--- src/rtl/ib_mul_acc.sv ---
// Accumulates a run of unsigned 16-bit products into a saturating ACC_W-bit sum.
// The run length is latched at start; the result is held until the downstream handshake.
module ib_mul_acc #(
  parameter int ACC_W = 24,
  parameter int CNT_W = 8
) (
  input  logic             i_clk,
  input  logic             i_rst,
  input  logic             i_start,
  input  logic [CNT_W-1:0] i_len,
  input  logic [15:0]      i_c,
  input  logic             i_c_valid,
  output logic             o_c_ready,
  output logic [ACC_W-1:0] o_acc,
  output logic             o_acc_valid,
  input  logic             i_acc_ready,
  output logic             o_ovf,
  output logic             o_busy
);

  typedef enum logic [1:0] {IDLE, ACC, DONE} state_t;

  state_t           state;
  state_t           state_nxt;
  // One extra bit so a zero length field can be held as 2^CNT_W.
  logic [CNT_W:0]   cnt;
  logic [ACC_W:0]   sum;
  logic             accept;
  logic             last;

  function automatic logic [ACC_W-1:0] sat_acc(input logic [ACC_W:0] s, input logic ovf_in);
    return (s[ACC_W] || ovf_in) ? {ACC_W{1'b1}} : s[ACC_W-1:0];
  endfunction

  function automatic logic [CNT_W:0] run_len(input logic [CNT_W-1:0] len);
    return (len == '0) ? {1'b1, {CNT_W{1'b0}}} : {1'b0, len};
  endfunction

  assign accept = (state == ACC) && i_c_valid;
  assign last   = (cnt == {{CNT_W{1'b0}}, 1'b1});
  assign sum    = {1'b0, o_acc} + (ACC_W+1)'(i_c);

  always_ff @(posedge i_clk or posedge i_rst) begin
    if (i_rst) state <= IDLE;
    else       state <= state_nxt;
  end

  always_comb begin
    state_nxt = state;
    case (state)
      IDLE:    if (i_start) state_nxt = ACC;
      ACC:     if (accept && last) state_nxt = DONE;
      DONE:    if (i_acc_ready) state_nxt = IDLE;
      default: state_nxt = IDLE;
    endcase
  end

  always_comb begin
    o_c_ready   = (state == ACC);
    o_acc_valid = (state == DONE);
    o_busy      = (state != IDLE);
  end

  always_ff @(posedge i_clk or posedge i_rst) begin
    if (i_rst) begin
      cnt   <= '0;
      o_acc <= '0;
      o_ovf <= 1'b0;
    end else if (state == IDLE && i_start) begin
      cnt   <= run_len(i_len);
      o_acc <= '0;
      o_ovf <= 1'b0;
    end else if (accept) begin
      cnt   <= cnt - 1'b1;
      o_acc <= sat_acc(sum, o_ovf);
      o_ovf <= o_ovf | sum[ACC_W];
    end
  end

endmodule

--- config.mk ---
export PLATFORM = sky130hd
export DESIGN_NAME = ib_mul_acc
export DESIGN_NICKNAME = d
export VERILOG_FILES = /design/src/rtl/ib_mul_acc.sv
export SDC_FILE = /design/constraint.sdc
export NUM_CORES = 1
export LEC_CHECK = 0
export CORE_MARGIN = 8
export CORE_UTILIZATION = 39
export DETAILED_ROUTE_END_ITERATION = 12
export HOLD_SLACK_MARGIN = 0.08
export SLEW_MARGIN = 10
export SYNTH_ARGS = -nofsm -noshare
export SYNTH_HDL_FRONTEND = slang
export SYNTH_SLANG_ARGS = --single-unit
--- constraint.sdc ---
create_clock -name i_clk -period 3 [get_ports i_clk]
set_input_delay 0.75 -clock i_clk [delete_from_list [all_inputs] [get_ports i_clk]]
set_output_delay 0.75 -clock i_clk [all_outputs]
set_load 0.02 [all_outputs]
==> results of run 1 <==
[placed cells by master, fill, tap and decap left out, drive strengths merged, types with 2 or more instances in the layout]
master,n
nor2,21
nor3,10
xor2,4
a211oi,3
o211ai,4
nand3,12
o311ai,3
nor4,5
a22oi,2
o221a,2
a21boi,2
nand2b,4
o221ai,2
or4,2
o21ai,22
a221o,3
clkdlybuf4s50,56
ha,18
and2,4
a211o,2
a21o,5
inv,10
clkbuf,6
a31oi,4
buf,42
o211a,2
o31ai,3
dfrtp,36
xnor2,7
nand2,28
o31a,2
a21oi,44
o21a,3
and3,2
nand4,6
[metrics by stage]
stage | cells | total power, W | hold slack [ns]
2_1_floorplan | 299 | 0.00231 | 0.460
3_3_place_gp | 464 | 0.00328 | 0.483
3_5_place_dp | 464 | 0.00331 | 0.495
4_1_cts | 472 | 0.00377 | 0.507
5_1_grt | 472 | 0.00409 | 0.544
6_report | 472 | 0.00376 | 0.505
[cell type report]
class | count | share of cell area
inverter | 10 | 0.0103
clock buffer | 6 | 0.0200
timing repair buffer | 98 | 0.241
sequential | 36 | 0.248
multi-input combinational | 243 | 0.444
tap | 77 | 0.0265
clock inverter | 2 | 0.00965
[layer usage]
layer / routed length, µm / track usage / up-vias
met5: 0 / 0 / -
met4: 75 / 0.0513 / 0
met3: 283 / 0.0313 / 6
met2: 3820 / 0.285 / 44
met1: 3690 / 0.211 / 1278
li1: - / - / 1319
[repair_timing]
item                       4_1_cts  5_1_grt
resized for setup                0        4
setup endpoints to repair        0        5
hold buffers                     0        0
[sequential cells by signal, indices dropped and copies added (netlist names)]
signal	count
o_acc	24
cnt	9
o_ovf	1
state	2
[path summary, 6_finish.rpt]
kind | end | start | depth (start not counted)
max in group asynchronous | o_acc[14] | i_rst | 3
min | cnt[8] | cnt[8] | 1
max | o_acc[22] | i_c[0] | 10
min reg2reg | cnt[8] | cnt[8] | 1
max reg2reg | o_acc[22] | o_acc[0] | 9
min in group asynchronous | o_acc[0] | i_rst | 3
[power breakdown]
group / internal, W / switching (W) / total (W) / leakage [nW]
combinational: 0.00119 / 0.00127 / 0.00247 / 1.07
sequential: 0.000679 / 0.000184 / 0.000863 / 0.444
clock: 0.000247 / 0.000187 / 0.000434 / 0.0552
[critical path: cells and delay by family]
family / cells / cell delay, ns
adders and majority gates: 2 / 0.63
and+or+nand+nor: 4 / 0.87
buffers and inverters: 1 / 0.40
AOI/OAI and AO/OA: 3 / 0.43
[logic make-up after synthesis]
family	count (synthesis)
multiplexers	1
AO/OA/AOI/OAI	114
buffers and inverters	20
flip-flops	36
XOR/XNOR	11
adder cells (fa/ha/maj)	19
AND/OR/NAND/NOR	98
==> key figures, run 1 <==
Place
  – Port Buf Inserts: between 50 and 60
  – Hpwl dp: 5990 µm
  – Post-Place Cell Area: 3510 µm²
  – Setup WS pre-CTS: -0.247 ns
  – GP Congestion: 0.869

Clocking
  – Clock Tree Buf Depth: 2
  – CTS Sinks: 36
  – Post-CTS setup repair buffer count: 0
  – Skew-Pair Late Insertion Delay: 0.29 ns
  – CTS H-tree depth: 2
  – CTS tree: built
  – Total CTS buffers: 5
  – Clock Tree Root: clkbuf_8
  – Worst-path clk slew: approximately 0.080 ns

Floorplanning
  – Core area: ~6300 µm²
  – I/O pin total: 57
  – Die W: around 100 µm
  – Initial core utilization: 0.405
  – # rows: 29
  – Die height: 97.2 µm
  – DIE AREA: 9450 µm²

STA
  – Max Slew Vio Count: 0
  – Worst rel slew slack: 0.677
  – Worst slew pin tran: 0.485 ns
  – PnR worst setup slack: 0.103 ns
  – Total negative slack: 0 ns
  – RSZ-0062 raised after global routing: yes
  – Fin. Hold Viols: 0
  – FMAX: 0.345 GHz
  – Fin crit period: 2.90 ns
  – Tcrit/Tclk final: 0.966
  – Final clock skew: 0.00961 ns
  – Finish-stage setup viols: 0

Yosys
  – Synth cell types: 58
  – Most frequent cells after synthesis: 43 x a21oi_1, 36 x dfrtp_1, 28 x nand2_1
  – Synth Net Count: 347
  – Adder-cell share of the synthesized area: 0.0953
  – Top cell type by total area after synthesis: dfrtp_1
  – Synth async-reset ratio: 1.00
  – EDFF count, synth: 0
  – Most used DFF post-synth: dfrtp_1
  – Synth Area in Compound Gates: 0.298
  – Area share of the largest cell type after synthesis: 0.350
  – Xor/xnor share of the synthesized area: 0.0374
  – Post-synthesis mux area share: 0.00389
  – Top cells by area, synth: dfrtp_1 35%, ha_1 8.8%, a21oi_1 8.4%
  – Most frequent cell after synthesis: a21oi_1
  – Synthesized area per cell: around 8.6 µm²
  – Synthesized flop and latch total: 36
  – Mapped cell area: 2570 µm²
  – Cells after Synth: 299
  – Post-Synth Simple-Gate Area: 0.185
  – Largest family of logic cells by synthesized area: compound AO/OA/AOI/OAI gates
  – Sequential share of the synthesized area: 0.350
  – Warnings from Yosys: 0

Routing
  – Drt initial violations: 110
  – Vias per cell: ~5.6
  – Final ANT Viol Nets: 0
  – DR pass1 iterations: 4
  – Routed wire length: 7870 µm
  – Vias: roughly 2,600
  – DR WL/cell: 16.7 µm
  – DRC violations left: 0

Critical path
  – CP max stage delay: 0.50 ns
  – Setup crit start kind: input pin
  – Required time worst endpoint: around 3.2 ns
  – Critical-path cell list: clkdlybuf4s50_1 > ha_1 > fa_1 > nand3_1 > a21oi_2 > o21ai_2 > o221a_4 > nand2_1 > or4_1 > and3_1
  – Setup CP Type: in -> reg
  – Crit path max fanout: 2
  – Setup crit end kind: flip-flop
  – Crit-path slowest cell: or4_1
  – Arr. time, crit path: 3.09 ns
  – Reg-to-reg setup timing slack: 0.58 ns

Power and ir drop
  – PwrDens: 1040 nW/µm²
  – Worst vdd ir: roughly 0.00055 V
  – Leakage: 1.57 nW

Hold path
  – Hold crit path type: reg -> reg

Global routing
  – Number of global-route vias before repair: about 2,800
  – Total grt overflow: 0
  – Initial antenna violation count: 0
  – Total global routing track utilization: 0.169
  – Pin count of the biggest net entering global routing: 37
  – First-pass GRT wire length: 13,600 µm

Layout
  – Multi-input logic area: 1610 µm²
  – Post-layout util: 0.572
  – # fillers: ~600
  – Cell area after layout: around 3600 µm²
  – Syn-to-layout area delta: 41.1%
  – Layout cell share with drive strength beyond 1: 0.162
  – Ant diodes: 0
  – Storage element area: 901 µm²
  – Final #Nets: 442

Run
  – Max-cap violations: 0

Outcome
  – Status: finished clean
(Power assumes the default switching activity.)
==> run 2, diff against run 1 <==
--- a/config.mk
+++ b/config.mk
@@ -5,7 +5,6 @@
 export SDC_FILE = /design/constraint.sdc
 export NUM_CORES = 1
 export LEC_CHECK = 0
-export CORE_MARGIN = 8
 export CORE_UTILIZATION = 39
 export DETAILED_ROUTE_END_ITERATION = 12
 export HOLD_SLACK_MARGIN = 0.08
==> run 2 against run 1 <==
Routed wire length shrank 7.4%. Register-to-register slack is essentially flat. Count of clock-buffer cells in the layout grew 1. Critical endpoint unchanged. Combinational power grew 2%. Fmax grew 0.92%. Die area shrank 27%. Clock skew shrank 0.0012 ns. Global-route usage grew 5.2 points.
==> key figures, run 2 (synthesis results as in run 1) <==
Power and ir drop
  – Tot Pwr: 0.00374 W (-0.65%)
  – PwrDens: 1020 nW/µm² (-1.5%)
  – Leakage: 1.59 nW (+1.7%)
  – Worst vdd ir: 0.000521 V (-6.1%)

Floorplanning
  – Core area: 6350 µm² (unchanged)
  – I/O pin total: 57 (unchanged)
  – Die height: 83.2 µm (-14%)
  – DIE AREA: 6930 µm² (-27%)
  – # rows: 29 (unchanged)
  – Initial core utilization: 0.405 (unchanged)
  – Die W: 83.2 µm (-14%)

Global routing
  – First-pass GRT wire length: 12,400 µm (-9.0%)
  – Total grt overflow: 0 (unchanged)
  – Total global routing track utilization: 0.221 (+0.0523)
  – Pin count of the biggest net entering global routing: 37 (unchanged)
  – Initial antenna violation count: 0 (unchanged)
  – Number of global-route vias before repair: 2,592 (-6.4%)

Layout
  – Layout cell share with drive strength beyond 1: 0.169 (+0.00713)
  – Final #Nets: 449 (+1.6%)
  – Most common cell after layout, fill and taps aside: clkdlybuf4s50_1
  – Ant diodes: 0 (unchanged)
  – Most flops, register: o_acc
  – Most frequent cells in the layout: 56 x clkdlybuf4s50_1, 49 x buf_4, 42 x a21oi_1
  – Biggest registers after layout: o_acc (24), cnt (9), state (2)
  – Max reg flops: 24 (unchanged)
  – Syn-to-layout area delta: 42.3%
  – Cell area after layout: 3660 µm² (+0.83%)

Clocking
  – Post-CTS setup repair buffer count: 0 (unchanged)
  – Clock Tree Root: clkbuf_8
  – Total CTS buffers: 5 (unchanged)
  – CTS tree: built
  – Worst-path clk slew: 0.08 ns (about the same)
  – Cts hold-fix bufs: 0 (unchanged)
  – CTS H-tree depth: 2 (unchanged)
  – Skew-Pair Late Insertion Delay: 0.30 ns (about the same)
  – CTS Sinks: 36 (unchanged)
  – Clock Tree Buf Depth: 2 (unchanged)

STA
  – FMAX: 0.348 GHz (+0.92%)
  – Fin. Hold Viols: 0 (unchanged)
  – Worst rel slew slack: 0.682 (+0.00491)
  – Tcrit/Tclk final: 0.957 (-0.00876)
  – Fin crit period: 2.87 ns (-0.0263 ns)
  – Worst slew pin tran: 0.477 ns (-0.00736 ns)
  – PnR worst setup slack: 0.129 ns (+0.0263 ns)
  – Final clock skew: 0.00838 ns (-0.00123 ns)
  – Max Slew Vio Count: 0 (unchanged)
  – Finish-stage setup viols: 0 (unchanged)
  – RSZ-0062 raised after global routing: yes

Place
  – Post-Place Cell Area: 3560 µm² (+1.5%)
  – Setup WS pre-CTS: -0.209 ns (+0.0383 ns)
  – Port Buf Inserts: 56 (unchanged)
  – GP Congestion: 0.831 (-4.4%)
  – Hpwl dp: 5500 µm (-8.1%)

Critical path
  – Setup crit start kind: input pin
  – Required time worst endpoint: 3.19 ns (about the same)
  – Arr. time, crit path: 3.06 ns (-0.03 ns)
  – Critical-path cell list: clkdlybuf4s50_1 > ha_1 > fa_1 > nand3_1 > a21oi_2 > o21ai_2 > o221a_4 > nand2_1 > or4_1 > and3_1
  – Crit-path slowest cell: or4_1
  – CP max stage delay: 0.49 ns (about the same)
  – Setup crit end kind: flip-flop
  – Setup CP Type: in -> reg
  – Crit path max fanout: 3 (+1)

Routing
  – Vias per cell: 5.53 (-1.4%)
  – DRC violations left: 0 (unchanged)
  – DR pass1 iterations: 4 (unchanged)
  – Vias: 2,648 (+0.038%)
  – Drt initial violations: 106 (-3.6%)
  – Routed wire length: 7280 µm (-7.4%)
  – DR WL/cell: 15.2 µm (-8.8%)
  – Final ANT Viol Nets: 0 (unchanged)

Outcome
  – Status: finished clean

Run
  – Max-cap violations: 0 (unchanged)

Hold path
  – Hold crit path type: reg -> reg
-- run 2: cell count changes in the layout (fill, tap and decap cells not counted) --
cell       previous run  this run
clkbuf_1              1         2
buf_4                42        49
o21bai_1              0         1
o311ai_2              1         0
o311ai_4              0         1
o221ai_1              1         2
o221ai_2              1         0
clkinv_4              0         1
bufinv_16             1         0
o21bai_2              1         0
clkinv_2              1         0
-- run 2: path summary, 6_finish.rpt --
| check | from | endpoint | slack [ns] | cells after the start |
|---|---|---|---|---|
| worst min-delay path | cnt[8] | cnt[8] | 0.50 | 1 |
| worst max-delay path | i_c[0] | o_acc[22] | 0.13 | 10 |
| max in group asynchronous | i_rst | o_acc[13] | 1.81 | 3 |
| worst max register to register | o_acc[9] | o_acc[22] | 0.58 | 8 |
| worst min register to register | cnt[8] | cnt[8] | 0.50 | 1 |
| min in group asynchronous | i_rst | o_acc[2] | 0.84 | 3 |
-- run 2: metal layers --
metal / share of wire / vias up / GRT usage
met5: 0 / - / 0
met3: 0.034 / 8 / 0.0358
met1: 0.46 / 1240 / 0.279
li1: - / 1344 / -
met4: 0.011 / 0 / 0.0596
met2: 0.50 / 56 / 0.389
-- run 2: final cells by class --
class / instances / area, µm²
Clock buffer: 7 / 76.3
Multi-Input combinational cell: 243 / 1610
Sequential cell: 36 / 901
Tap cell: 77 / 96.3
Clock inverter: 1 / 8.76
Fill cell: 600 / 2690
Inverter: 10 / 37.5
Timing Repair Buffer: 105 / 928
-- run 2: where the power goes --
group	internal [W]	total [W]	switching (W)
sequential	0.000679	0.000871	0.000193
combinational	0.00125	0.00251	0.00126
clock	0.000166	0.000356	0.000189
total	0.00209	0.00374	0.00165
-- run 2: timing repair --
action / CTS / global route
hold endpoints to repair: 0 / 0
endpoints found under the setup margin: 0 / 8
gates resized for setup: 0 / 3
-- run 2: critical path: cells and delay by family --
kind	cells	cell delay [ns]
simple gates	4	0.85
compound gates	3	0.46
fa+ha+maj	2	0.61
buf+inv	1	0.40
-- run 2: per-stage QoR --
step	setup TNS [ns]	util	hold slack, ns	cells
final	0	0.577	0.502	479
after floorplan	0	-	0.460	299
after CTS	0	0.574	0.507	479
after global placement	-1.65	0.560	0.486	471
after detailed placement	-1.87	0.560	0.490	471
after global routing	-0.131	0.577	0.538	479
